**src/rtl/rng_regfile_pkg.sv**
```systemverilog
// Shared constants and the LFSR next-state function for the operand register file.
// Pure definitions; no state, no latency, no backpressure.
// Widths up to MAX_W bits are supported by lfsr_next.
package rng_regfile_pkg;

    localparam logic [7:0] DEFAULT_TAPS = 8'hB8;
    localparam int         ZERO_ADDR    = 0;
    localparam int         RNG_ADDR     = 1;
    localparam int         MAX_W        = 64;

    // Fibonacci step: parity of tapped bits shifts in at the LSB.
    function automatic logic [MAX_W-1:0] lfsr_next(input logic [MAX_W-1:0] state,
                                                   input logic [MAX_W-1:0] taps,
                                                   input int               width);
        logic             fb;
        logic [MAX_W-1:0] mask;
        fb   = ^(state & taps);
        mask = (width >= MAX_W) ? '1 : ((MAX_W'(1) << width) - MAX_W'(1));
        return ((state << 1) | MAX_W'(fb)) & mask;
    endfunction

endpackage

```
**src/rtl/lfsr_chan.sv**
```systemverilog
// One bank's random register: Fibonacci LFSR with zero-guarded load and step.
// Load/step visible one cycle after the capturing edge; reset is immediate.
// No backpressure: load beats step on the same edge, the step is dropped.
module lfsr_chan
    import rng_regfile_pkg::*;
#(
    parameter int               WIDTH    = 8,
    parameter logic [WIDTH-1:0] TAPS     = WIDTH'(DEFAULT_TAPS),
    parameter logic [WIDTH-1:0] RST_SEED = WIDTH'(1)
) (
    input  logic             clk,
    input  logic             rst_n,
    input  logic             ld_en,
    input  logic [WIDTH-1:0] ld_data,
    input  logic             step_en,
    output logic [WIDTH-1:0] state
);

    // An all-zero state would lock the register up forever.
    localparam logic [WIDTH-1:0] RST_VAL = (RST_SEED == '0) ? WIDTH'(1) : RST_SEED;

    logic [WIDTH-1:0] state_q;
    logic [WIDTH-1:0] state_d;

    always_comb begin
        state_d = state_q;
        if (ld_en) begin
            state_d = (ld_data == '0) ? WIDTH'(1) : ld_data;
        end else if (step_en) begin
            state_d = WIDTH'(lfsr_next(MAX_W'(state_q), MAX_W'(TAPS), WIDTH));
        end
    end

    always_ff @(posedge clk or negedge rst_n) begin
        if (!rst_n) begin
            state_q <= RST_VAL;
        end else begin
            state_q <= state_d;
        end
    end

    assign state = state_q;

endmodule

```
**src/rtl/rng_regfile.sv**
```systemverilog
// Multi-bank operand register file: addr 0 reads zero, addr 1 is a per-bank LFSR.
// Reads are combinational; writes and LFSR steps land on the next clock edge.
// No handshake or stall; out-of-range bank writes are dropped.
module rng_regfile
    import rng_regfile_pkg::*;
#(
    parameter int               WIDTH = 8,
    parameter int               DEPTH = 8,
    parameter int               BANKS = 2,
    parameter logic [WIDTH-1:0] TAPS  = WIDTH'(DEFAULT_TAPS),
    parameter int               SEED  = 1,
    localparam int              AW    = $clog2(DEPTH),
    localparam int              BW    = (BANKS > 1) ? $clog2(BANKS) : 1
) (
    input  logic                   clk,
    input  logic                   rst_n,
    input  logic                   wr_en,
    input  logic [BW-1:0]          wr_bank,
    input  logic [AW-1:0]          wr_addr,
    input  logic [WIDTH-1:0]       wr_data,
    input  logic [BANKS-1:0]       rd_en,
    input  logic [BANKS*AW-1:0]    rd_addr,
    output logic [BANKS*WIDTH-1:0] rd_data
);

    // Addresses 0 and 1 have no storage; slot s holds address s+2.
    localparam int STORE = (DEPTH > 2) ? DEPTH - 2 : 1;

    logic [WIDTH-1:0] mem_q [BANKS][STORE];
    logic [WIDTH-1:0] mem_d [BANKS][STORE];

    always_comb begin
        mem_d = mem_q;
        for (int b = 0; b < BANKS; b++) begin
            for (int a = 2; a < DEPTH; a++) begin
                if (wr_en && (wr_bank == BW'(b)) && (wr_addr == AW'(a))) begin
                    mem_d[b][a-2] = wr_data;
                end
            end
        end
    end

    always_ff @(posedge clk or negedge rst_n) begin
        if (!rst_n) begin
            for (int b = 0; b < BANKS; b++) begin
                for (int s = 0; s < STORE; s++) begin
                    mem_q[b][s] <= '0;
                end
            end
        end else begin
            mem_q <= mem_d;
        end
    end

    for (genvar g = 0; g < BANKS; g++) begin : g_bank
        logic [AW-1:0]    ra;
        logic             step_en;
        logic             ld_en;
        logic [WIDTH-1:0] lfsr_state;
        logic [WIDTH-1:0] rd_val;

        assign ra      = rd_addr[g*AW +: AW];
        assign step_en = rd_en[g] && (ra == AW'(RNG_ADDR));
        assign ld_en   = wr_en && (wr_bank == BW'(g)) && (wr_addr == AW'(RNG_ADDR));

        lfsr_chan #(
            .WIDTH    (WIDTH),
            .TAPS     (TAPS),
            .RST_SEED (WIDTH'(SEED + g))
        ) u_lfsr (
            .clk     (clk),
            .rst_n   (rst_n),
            .ld_en   (ld_en),
            .ld_data (wr_data),
            .step_en (step_en),
            .state   (lfsr_state)
        );

        always_comb begin
            rd_val = '0;
            if (ra == AW'(RNG_ADDR)) begin
                rd_val = lfsr_state;
            end else begin
                for (int a = 2; a < DEPTH; a++) begin
                    if (ra == AW'(a)) begin
                        rd_val = mem_q[g][a-2];
                    end
                end
            end
        end

        assign rd_data[g*WIDTH +: WIDTH] = rd_val;
    end

endmodule

```
**config.mk**
```make
export PLATFORM = sky130hd
export DESIGN_NAME = rng_regfile
export DESIGN_NICKNAME = d
export VERILOG_FILES = /design/src/rtl/rng_regfile_pkg.sv /design/src/rtl/lfsr_chan.sv /design/src/rtl/rng_regfile.sv
export SDC_FILE = /design/constraint.sdc
export NUM_CORES = 1
export LEC_CHECK = 0
export BUFFER_PORTS_ARGS = -buffer_cell sky130_fd_sc_hd__buf_2
export CORE_MARGIN = 2
export CORE_UTILIZATION = 55
export CTS_CLUSTER_DIAMETER = 60
export DETAILED_ROUTE_END_ITERATION = 8
export GPL_ROUTABILITY_DRIVEN = 0
export PLACE_DENSITY_LB_ADDON = 0.05
export SLEW_MARGIN = 20
export SYNTH_ARGS = -nofsm -noshare
export SYNTH_HDL_FRONTEND = slang
export SYNTH_SLANG_ARGS = --single-unit
export TNS_END_PERCENT = 20
```
**constraint.sdc**
```tcl
create_clock -name clk -period 1.43 [get_ports clk]
set_input_delay 0.2145 -clock clk [delete_from_list [all_inputs] [get_ports clk]]
set_output_delay 0.2145 -clock clk [all_outputs]
set_load 0.01 [all_outputs]
```
# Yosys cells after proc, flatten, opt, wreduce, memory -nomap -nowiden
# Cells that the tools add are included.
word_totals:
  ff_bits: 112
  latch_bits: 0
  ramBits: 0
  romBits: 0
  in_bits: 23
  out_inout_bits: 16
  word_cells: 80
  n_memories: 0
classes:
  add_sub_neg: 0
  multipliers: 0
  div: 0
  magnitude_cmp: 0
  n_eq_ne: 21
  shift: 0
  muxes: 19
  bitwise: 3
  n_reduce_logical: 23
op_table:
  columns: ["cell", "n"]
  rows:
  - ["2-to-1 mux 8 bit", 19]
  - ["XOR reduction 64 bit", 2]
  - ["equality test 3 bit (second input constant)", 12]
  - ["equality test 3 x 2 -> 1 bit (second input constant)", 6]
  - ["logical AND 1 bit", 18]
  - ["bitwise OR 8 x 1 -> 8 bit", 2]
  - ["equality test 3 x 1 -> 1 bit (second input constant)", 3]
  - ["zero test 8 bit", 1]
  - ["nonzero test 2 bit", 2]
  - ["inverter 1 bit", 1]

# Logic depth before layout (Yosys ltp)
# Gate-level depths: netlist of the first run.
depth:
  depth_word: 8
  mapped_depth: 7
  depth_no_buf: 4

# By module
# From an unflattened synthesis of the first run, not the netlist that was laid out.
hier_totals:
  hier_cells: 447
  hier_area_um2: 5684.2
modules_own_cells:
  columns: ["mod", "n_inst", "cells_each", "area_each_um2", "seq_area_each_um2"]
  rows:
  - ["rng_regfile", 1, 365, 4853.4, 2402.3]
  - ["lfsr_chan", 2, 41, 415.4, 201.4]

# Worst setup path before layout of the first run
# OpenSTA, ideal clock, no wires.
synth_path:
  path_kind: "input to output"
  start: "input rd_addr[2]"
  end: "output rd_data[0]"
  arrival_time_ns: 1.321
  required_ns: 1.216
  path_slack_ns: -0.105
  cell_stages: 6
  path_buffers: 2
  path_cell_list: "buf_2 -> buf_2 -> nand2_1 -> o22ai_1 -> o21a_1 -> a211oi_1"
synth_via:
  elab_chain_len: 8
  word_cells_on_any_way: 14
  classes_between: "7 x eq/ne; 7 x mux"
synth_lines:
  columns: ["element", "line_no", "rtl"]
  rows:
  - ["start, declared", "rng_regfile.sv:22", "input logic [BANKS*AW-1:0] rd_addr,"]
  - ["equality test 3 x 2 -> 1 bit", "rng_regfile.sv:85", "if (ra == AW'(a)) begin"]
  - ["2-to-1 mux 8 bit (6 in a row)", "rng_regfile.sv:85", null]
  - ["2-to-1 mux 8 bit (*)", "rng_regfile.sv:81", "if (ra == AW'(RNG_ADDR)) begin"]
  - ["end, declared", "rng_regfile.sv:23", "output logic [BANKS*WIDTH-1:0] rd_data"]
# Every way passes the cells marked *; elsewhere a longest branch is shown, timed or not.

# Worst setup path after layout of the first run
layout_path:
  start: "register g_bank[0].u_lfsr.state_q[0]"
  end: "output rd_data[0]"
layout_via:
  elab_chain_len: 1
layout_lines:
  columns: ["element", "line_no", "rtl"]
  rows:
  - ["start, declared", "lfsr_chan.sv:22", "logic [WIDTH-1:0] state_q;"]
  - ["start signal, assigned", "lfsr_chan.sv:38", "state_q <= state_d;"]
  - ["2-to-1 mux 8 bit", "rng_regfile.sv:81", null]
# No other way between the ends.

==> results of run 1 <==
flip-flops by register name, summed over array words and instances (netlist names):
name,cells
g_bank.u_lfsr.state,16
mem_q,96
final cells by class:
| class | count | area, um^2 |
|---|---|---|
| clock buffers | 11 | 151 |
| clock inverters | 3 | 90.1 |
| fillers | 774 | 2990 |
| inverters | 7 | 26.3 |
| multi-input cells | 310 | 2780 |
| flip-flops and latches | 112 | 2810 |
| well taps | 133 | 166 |
| repair buffers | 99 | 803 |
final timing paths:
kind | start | end | slack (ns) | cells after the start
setup / recovery | g_bank[0].u_lfsr.state[0] | rd_data[0] | -0.31 | 4
hold / removal | wr_data[1] | g_bank[1].u_lfsr.state[1] | 0.28 | 4
setup reg to reg | g_bank[1].u_lfsr.state[4] | g_bank[1].u_lfsr.state[0] | 0.34 | 4
hold reg to reg | mem_q[8] | mem_q[8] | 0.51 | 1
max in group asynchronous | rst_n | g_bank[1].u_lfsr.state[1] | 0.56 | 3
min in group asynchronous | rst_n | g_bank[0].u_lfsr.state[6] | 0.29 | 2
cell families (layout without fill, tap and decap cells):
family | count (synthesis) | in the layout | share of synthesized area
flops | 112 | 112 | 0.504
mux | 135 | 135 | 0.275
compound gates | 90 | 90 | 0.0944
xor+xnor | 6 | 6 | 0.00944
simple gates | 79 | 79 | 0.0843
buf+inv | 39 | 120 | 0.0337
per-layer routing:
| layer | vias up | part of all wire |
|---|---|---|
| li1 | 1804 | - |
| met1 | 1943 | 0.47 |
| met2 | 84 | 0.45 |
| met3 | 23 | 0.054 |
| met4 | 2 | 0.020 |
| met5 | - | 0.00074 |
power breakdown:
part	internal (mW)	total (mW)	leakage [nW]	switching, mW
logic	1.36	2.35	1.50	0.992
registers	4.02	4.63	1.36	0.607
clock network	1.24	2.26	0.121	1.02
metrics by stage:
stage / cells / area, um^2 / hold WS, ns / setup TNS (ns) / utilization
6_report: 675 / 6830 / 0.277 / -3.35 / 0.696
3_5_place_dp: 658 / 6390 / 0.161 / -3.67 / 0.651
2_1_floorplan: 461 / 5610 / -0.0811 / 0 / -
4_1_cts: 673 / 6790 / 0.259 / -3.78 / 0.691
5_1_grt: 675 / 6830 / 0.282 / -4.41 / 0.696
3_3_place_gp: 658 / 6390 / 0.152 / -3.13 / 0.651
timing repair:
item	CTS	global route
endpoints found under the setup margin	16	16
resized for setup	36	15
pin swaps	20	4
setup buffers	0	2
hold buffers	1	0
endpoints found under the hold margin	22	0
critical path, cell delays in order (launching register included):
cell and delay (ns):
dfstp_2 0.59, o22ai_2 0.09, o21a_1 0.19, a211oi_2 0.13, buf_2 0.15
cell usage in the layout (no fill, tap or decap), types with 3 or more instances in the layout:
| cell type | count |
|---|---|
| a21oi_1 | 17 |
| mux2i_1 | 17 |
| mux2_2 | 102 |
| nor2_1 | 17 |
| dfrtp_1 | 107 |
| o21ai_0 | 9 |
| o22ai_2 | 15 |
| buf_2 | 37 |
| buf_4 | 49 |
| dfrtp_2 | 3 |
| nor3_1 | 3 |
| nor2_2 | 4 |
| nand2_1 | 22 |
| a211oi_2 | 8 |
| a21oi_2 | 8 |
| bufinv_16 | 3 |
| mux2_4 | 16 |
| nor3_4 | 5 |
| xnor2_1 | 4 |
| inv_1 | 7 |
| o21ai_1 | 13 |
| buf_12 | 12 |
| clkbuf_8 | 11 |
| nand3_1 | 9 |
| o22ai_1 | 9 |
| o21a_1 | 8 |
==> impl_metrics.tcl, run 1 <==
set metrics [dict create \
    status "finished with violations" \
    violations "negative setup slack" \
    drc 0 \
    timing.fmax_mhz 575 \
    synth_top_flop_cell "dfrtp_1" \
    clkLatencyLatePin_ns 0.38 \
    vias 3856 \
    worstHoldPathType "primary input to register" \
    grt-ovfl-total 0 \
    cp-end-kind "primary output" \
    ys_seq_area_frac 0.504 \
    pre_cts_ws_ns -0.152 \
    cp_data_arrival_time_ns 1.53 \
    powerDensity_nw_per_um2 1350 \
    wl_per_cell_um 20.1 \
    drive_gt1_frac 0.530 \
    max_slew_margin 0.715 \
    finalSetupViolCount 16 \
    busiest_layer "met2" \
    start_kind "register" \
    htreeDepth 3 \
    io_buffers 38 \
    power_leakage_nw 2.99 \
    grt_pass1_wl_um 22200 \
    fin_ws_ns -0.310 \
    hold_viol_final 0 \
    clkSinkCount 112 \
    synth_area_per_cell_um2 12.1 \
    cts_tree "built" \
    period_needed_ns 1.74 \
    die_y_um 105 \
    cp_max_fo 2 \
    vias_per_cell 5.71 \
    initial_utilization 0.567 \
    finalWirelength_um 13500 \
    track_usage 0.264 \
    grt_pass1_vias 3996 \
    antenna_found_initial 1 \
    use_met1 0.382 \
    dieArea_um2 10900 \
    synth_area_leader_cell "dfrtp_1" \
    synth-seq-cells 112 \
    clkTransAtPathRegs_ns 0.09 \
    path_class "register to primary output" \
    timing.final.crit_share 1.22 \
    syn-cell-area_um2 5570 \
    synth_cell_type_count 40 \
    synthArstFlopShare 1.00 \
    synthCells 461 \
    first_pass_iters 4 \
    synth_edf_count 0 \
    cts_buffers 9 \
    root_buffer "clkbuf_8" \
    slew_violations 0 \
    rows 36 \
    syn-num-nets 484 \
    yosys-top-cells-area "dfrtp_1, mux2_2, mux2i_1" \
    core_area_um2 9820 \
    die-width_um 105 \
    power_mw 9.24 \
    io_pins 39 \
    diodes 0 \
    route.antenna.remaining_nets 0 \
    synth_top_area_share 0.494 \
    final_nets 562 \
    post-dp-hpwl_um 9510 \
    area_growth_pct 22.6 \
    grt_max_degree 35 \
    drv_cap 0 \
    worst_pin_slew_ns 0.426 \
    drt_iter0_drc 180 \
    skew_ns 0.00538 \
    cp.required_ns 1.22 \
    clockBufferDepth 2 \
    worst_ir_drop_vdd_mv 1.00 \
    grtUsageMet2 0.400 \
    grtUsageMet3 0.0611 \
    grt_setup_unrepaired "true" \
    synth_common_cells "dfrtp_1, mux2_2, a21oi_1, o22ai_1" \
    yosys_warnings 0 \
]
Note: power is estimated with default switching activity, not from simulation.
==> inputs of run 2 (changes only) <==
- SYNTH_HIERARCHICAL: default -> 1
==> run 2 against run 1 <==
The flow still finishes with violations (negative setup slack). Area after synthesis rose by 2.1%. Hold slack got worse by 0.064 ns. Die area increased by 2.0%. Non-clock buffer count down 8. Clock skew fell by 0.00064 ns. Sequential power about the same. Largest cell class is now multi-input gates. Largest power group unchanged.
==> impl_metrics.tcl, run 2 <==
set metrics [dict create \
    power_mw 9.48 \
    first_pass_iters 4 \
    max_slew_margin 0.641 \
    wl_per_cell_um 21.2 \
    power_leakage_nw 3.00 \
    top_register "mem_q" \
    synth_top_area_share 0.484 \
    hold_viol_final 0 \
    die_y_um 106 \
    drc 0 \
    syn-num-nets 470 \
    skew_ns 0.00475 \
    clkPwrFrac 0.234 \
    post-dp-hpwl_um 9920 \
    synthArstFlopShare 1.00 \
    clkLatencyLatePin_ns 0.38 \
    p_int_mw 6.65 \
    ys_seq_area_frac 0.494 \
    finalSetupViolCount 16 \
    grt_setup_unrepaired "true" \
    drt_iter0_drc 193 \
    violations "negative setup slack" \
    mostFrequentLayoutCell "mux2_2" \
    p_switching_mw 2.84 \
    slew_violations 0 \
    clockBufferDepth 2 \
    worst_ir_drop_vdd_mv 1.06 \
    powerDensity_nw_per_um2 1380 \
    route.antenna.remaining_nets 0 \
    synth_top_flop_cell "dfrtp_1" \
    grt_pass1_vias 4052 \
    synth_area_leader_cell "dfrtp_1" \
    final_core_util 0.674 \
    final.fill_count 765 \
    synth_edf_count 0 \
    fin_ws_ns -0.370 \
    synthCells 447 \
    cp.required_ns 1.22 \
    grt-ovfl-total 0 \
    timing.final.crit_share 1.26 \
    clkSinkCount 112 \
    seqPwrFrac 0.486 \
    synth_common_cells "mux2_2, dfrtp_1, mux2i_1, a221oi_1, clkbuf_1" \
    cp_data_arrival_time_ns 1.59 \
    placed_area_um2 6480 \
    die-width_um 106 \
    yosys-top-cells-area "dfrtp_1, mux2_2, mux2i_1" \
    grt_max_degree 39 \
    final.setup.tns_ns -4.88 \
    clkTransAtPathRegs_ns 0.10 \
    worstHoldPathType "primary input to register" \
    synth-seq-cells 112 \
    yosys_warnings 6 \
    synth.most_common_cell "mux2_2" \
    p_comb_frac 0.280 \
    antenna_found_initial 0 \
    area_growth_pct 20.8 \
    io_buffers 38 \
    htreeDepth 3 \
    largest_register_ffs 96 \
    switching_share 0.299 \
    path_class "register to primary output" \
    fin_area_um2 6870 \
    drv_cap 0 \
    grt_pass1_wl_um 22400 \
    syn-cell-area_um2 5680 \
    timing.fmax_mhz 556 \
    vias_per_cell 5.93 \
    rows 37 \
    diodes 0 \
    cts_tree "built" \
    finalWirelength_um 13900 \
    worst_pin_slew_ns 0.539 \
    root_buffer "clkbuf_8" \
    final_nets 539 \
    period_needed_ns 1.80 \
    initial_utilization 0.558 \
    drive_gt1_frac 0.524 \
    core_area_um2 10200 \
    layout_common_cells "mux2_2, dfrtp_1, buf_4, buf_2, mux2i_1" \
    dieArea_um2 11200 \
    io_pins 39 \
    cts_buffers 9 \
    cp-end-kind "primary output" \
    status "finished with violations" \
    start_kind "register" \
    vias 3894 \
    cp_max_fo 2 \
    pre_cts_ws_ns -0.270 \
    synth_cell_type_count 41 \
    synth_area_per_cell_um2 12.7 \
    track_usage 0.266 \
]
-- run 2: cell types whose count changed after synthesis, moves of 9 or more --
cell | previous run | this run
nor2_1 | 17 | 2
a221oi_1 | 0 | 22
a21oi_1 | 25 | 10
o22ai_1 | 24 | 7
o21ai_0 | 23 | 14
mux2i_1 | 17 | 32
-- run 2: worst max-delay path, cell delays in order, from the launching register on --
cell and delay (ns):
dfrtp_1 0.41, mux2_4 0.30, a221oi_4 0.30, a21oi_2 0.05, buf_2 0.15
-- run 2: per-layer routing --
| layer | global-route usage | part of all wire |
|---|---|---|
| met5 | 0 | 0 |
| met4 | 0.0677 | 0.013 |
| met3 | 0.0588 | 0.041 |
| met2 | 0.458 | 0.52 |
| met1 | 0.342 | 0.43 |
-- run 2: final timing paths --
kind | startpoint | to | slack [ns] | cells after the start
max | g_bank[1].u_lfsr/state[0] | rd_data[8] | -0.37 | 4
max in group asynchronous | rst_n | g_bank[1].u_lfsr/state[1] | 0.70 | 3
min | wr_data[1] | g_bank[1].u_lfsr/state[1] | 0.21 | 3
min in group asynchronous | rst_n | mem_q[72] | 0.22 | 2
min reg2reg | mem_q[78] | mem_q[78] | 0.51 | 1
max reg2reg | g_bank[1].u_lfsr/state[5] | g_bank[1].u_lfsr/state[0] | 0.26 | 4
-- run 2: cell families after synthesis --
group,after synthesis,synth area share
AO/OA/AOI/OAI,74,0.0947
XOR/XNOR,6,0.00924
buffers and inverters,36,0.0291
flip-flops,112,0.494
multiplexers,158,0.311
AND/OR/NAND/NOR,61,0.0623
-- run 2: power groups by stage --
| stage | Combinational [mW] | Clock, mW | Sequential, mW |
|---|---|---|---|
| final | 2.65 | 2.22 | 4.61 |
| after global routing | 2.88 | 2.39 | 4.72 |
| after CTS | 2.63 | 2.27 | 4.60 |
| after detailed placement | 2.55 | 0 | 4.63 |
| after global placement | 2.46 | 0 | 4.62 |
| after floorplan | 1.73 | 0 | 4.45 |
-- run 2: final cells by class --
type	instances	area, um^2	share of cell area
multi-input cells	299	2910	0.423
well taps	136	170	0.0248
flip-flops and latches	112	2810	0.409
repair buffers	91	731	0.106
clock buffers	9	124	0.0180
inverters	3	11.3	0.00164
clock inverters	7	119	0.0173
-- run 2: through the flow --
step / hold WS (ns) / std cells
4_1_cts: 0.192 / 657
2_1_floorplan: -0.0811 / 447
3_3_place_gp: 0.0795 / 640
5_1_grt: 0.188 / 657
6_report: 0.213 / 657
3_5_place_dp: 0.0820 / 640
-- run 2: repair_timing --
item                                   in CTS  in global routing
endpoints found under the hold margin     110                  0
pin swaps                                   3                  4
setup buffers                               0                  0
gates resized for setup                    17                  5
setup endpoints to repair                  16                 16
hold buffers                                1                  0
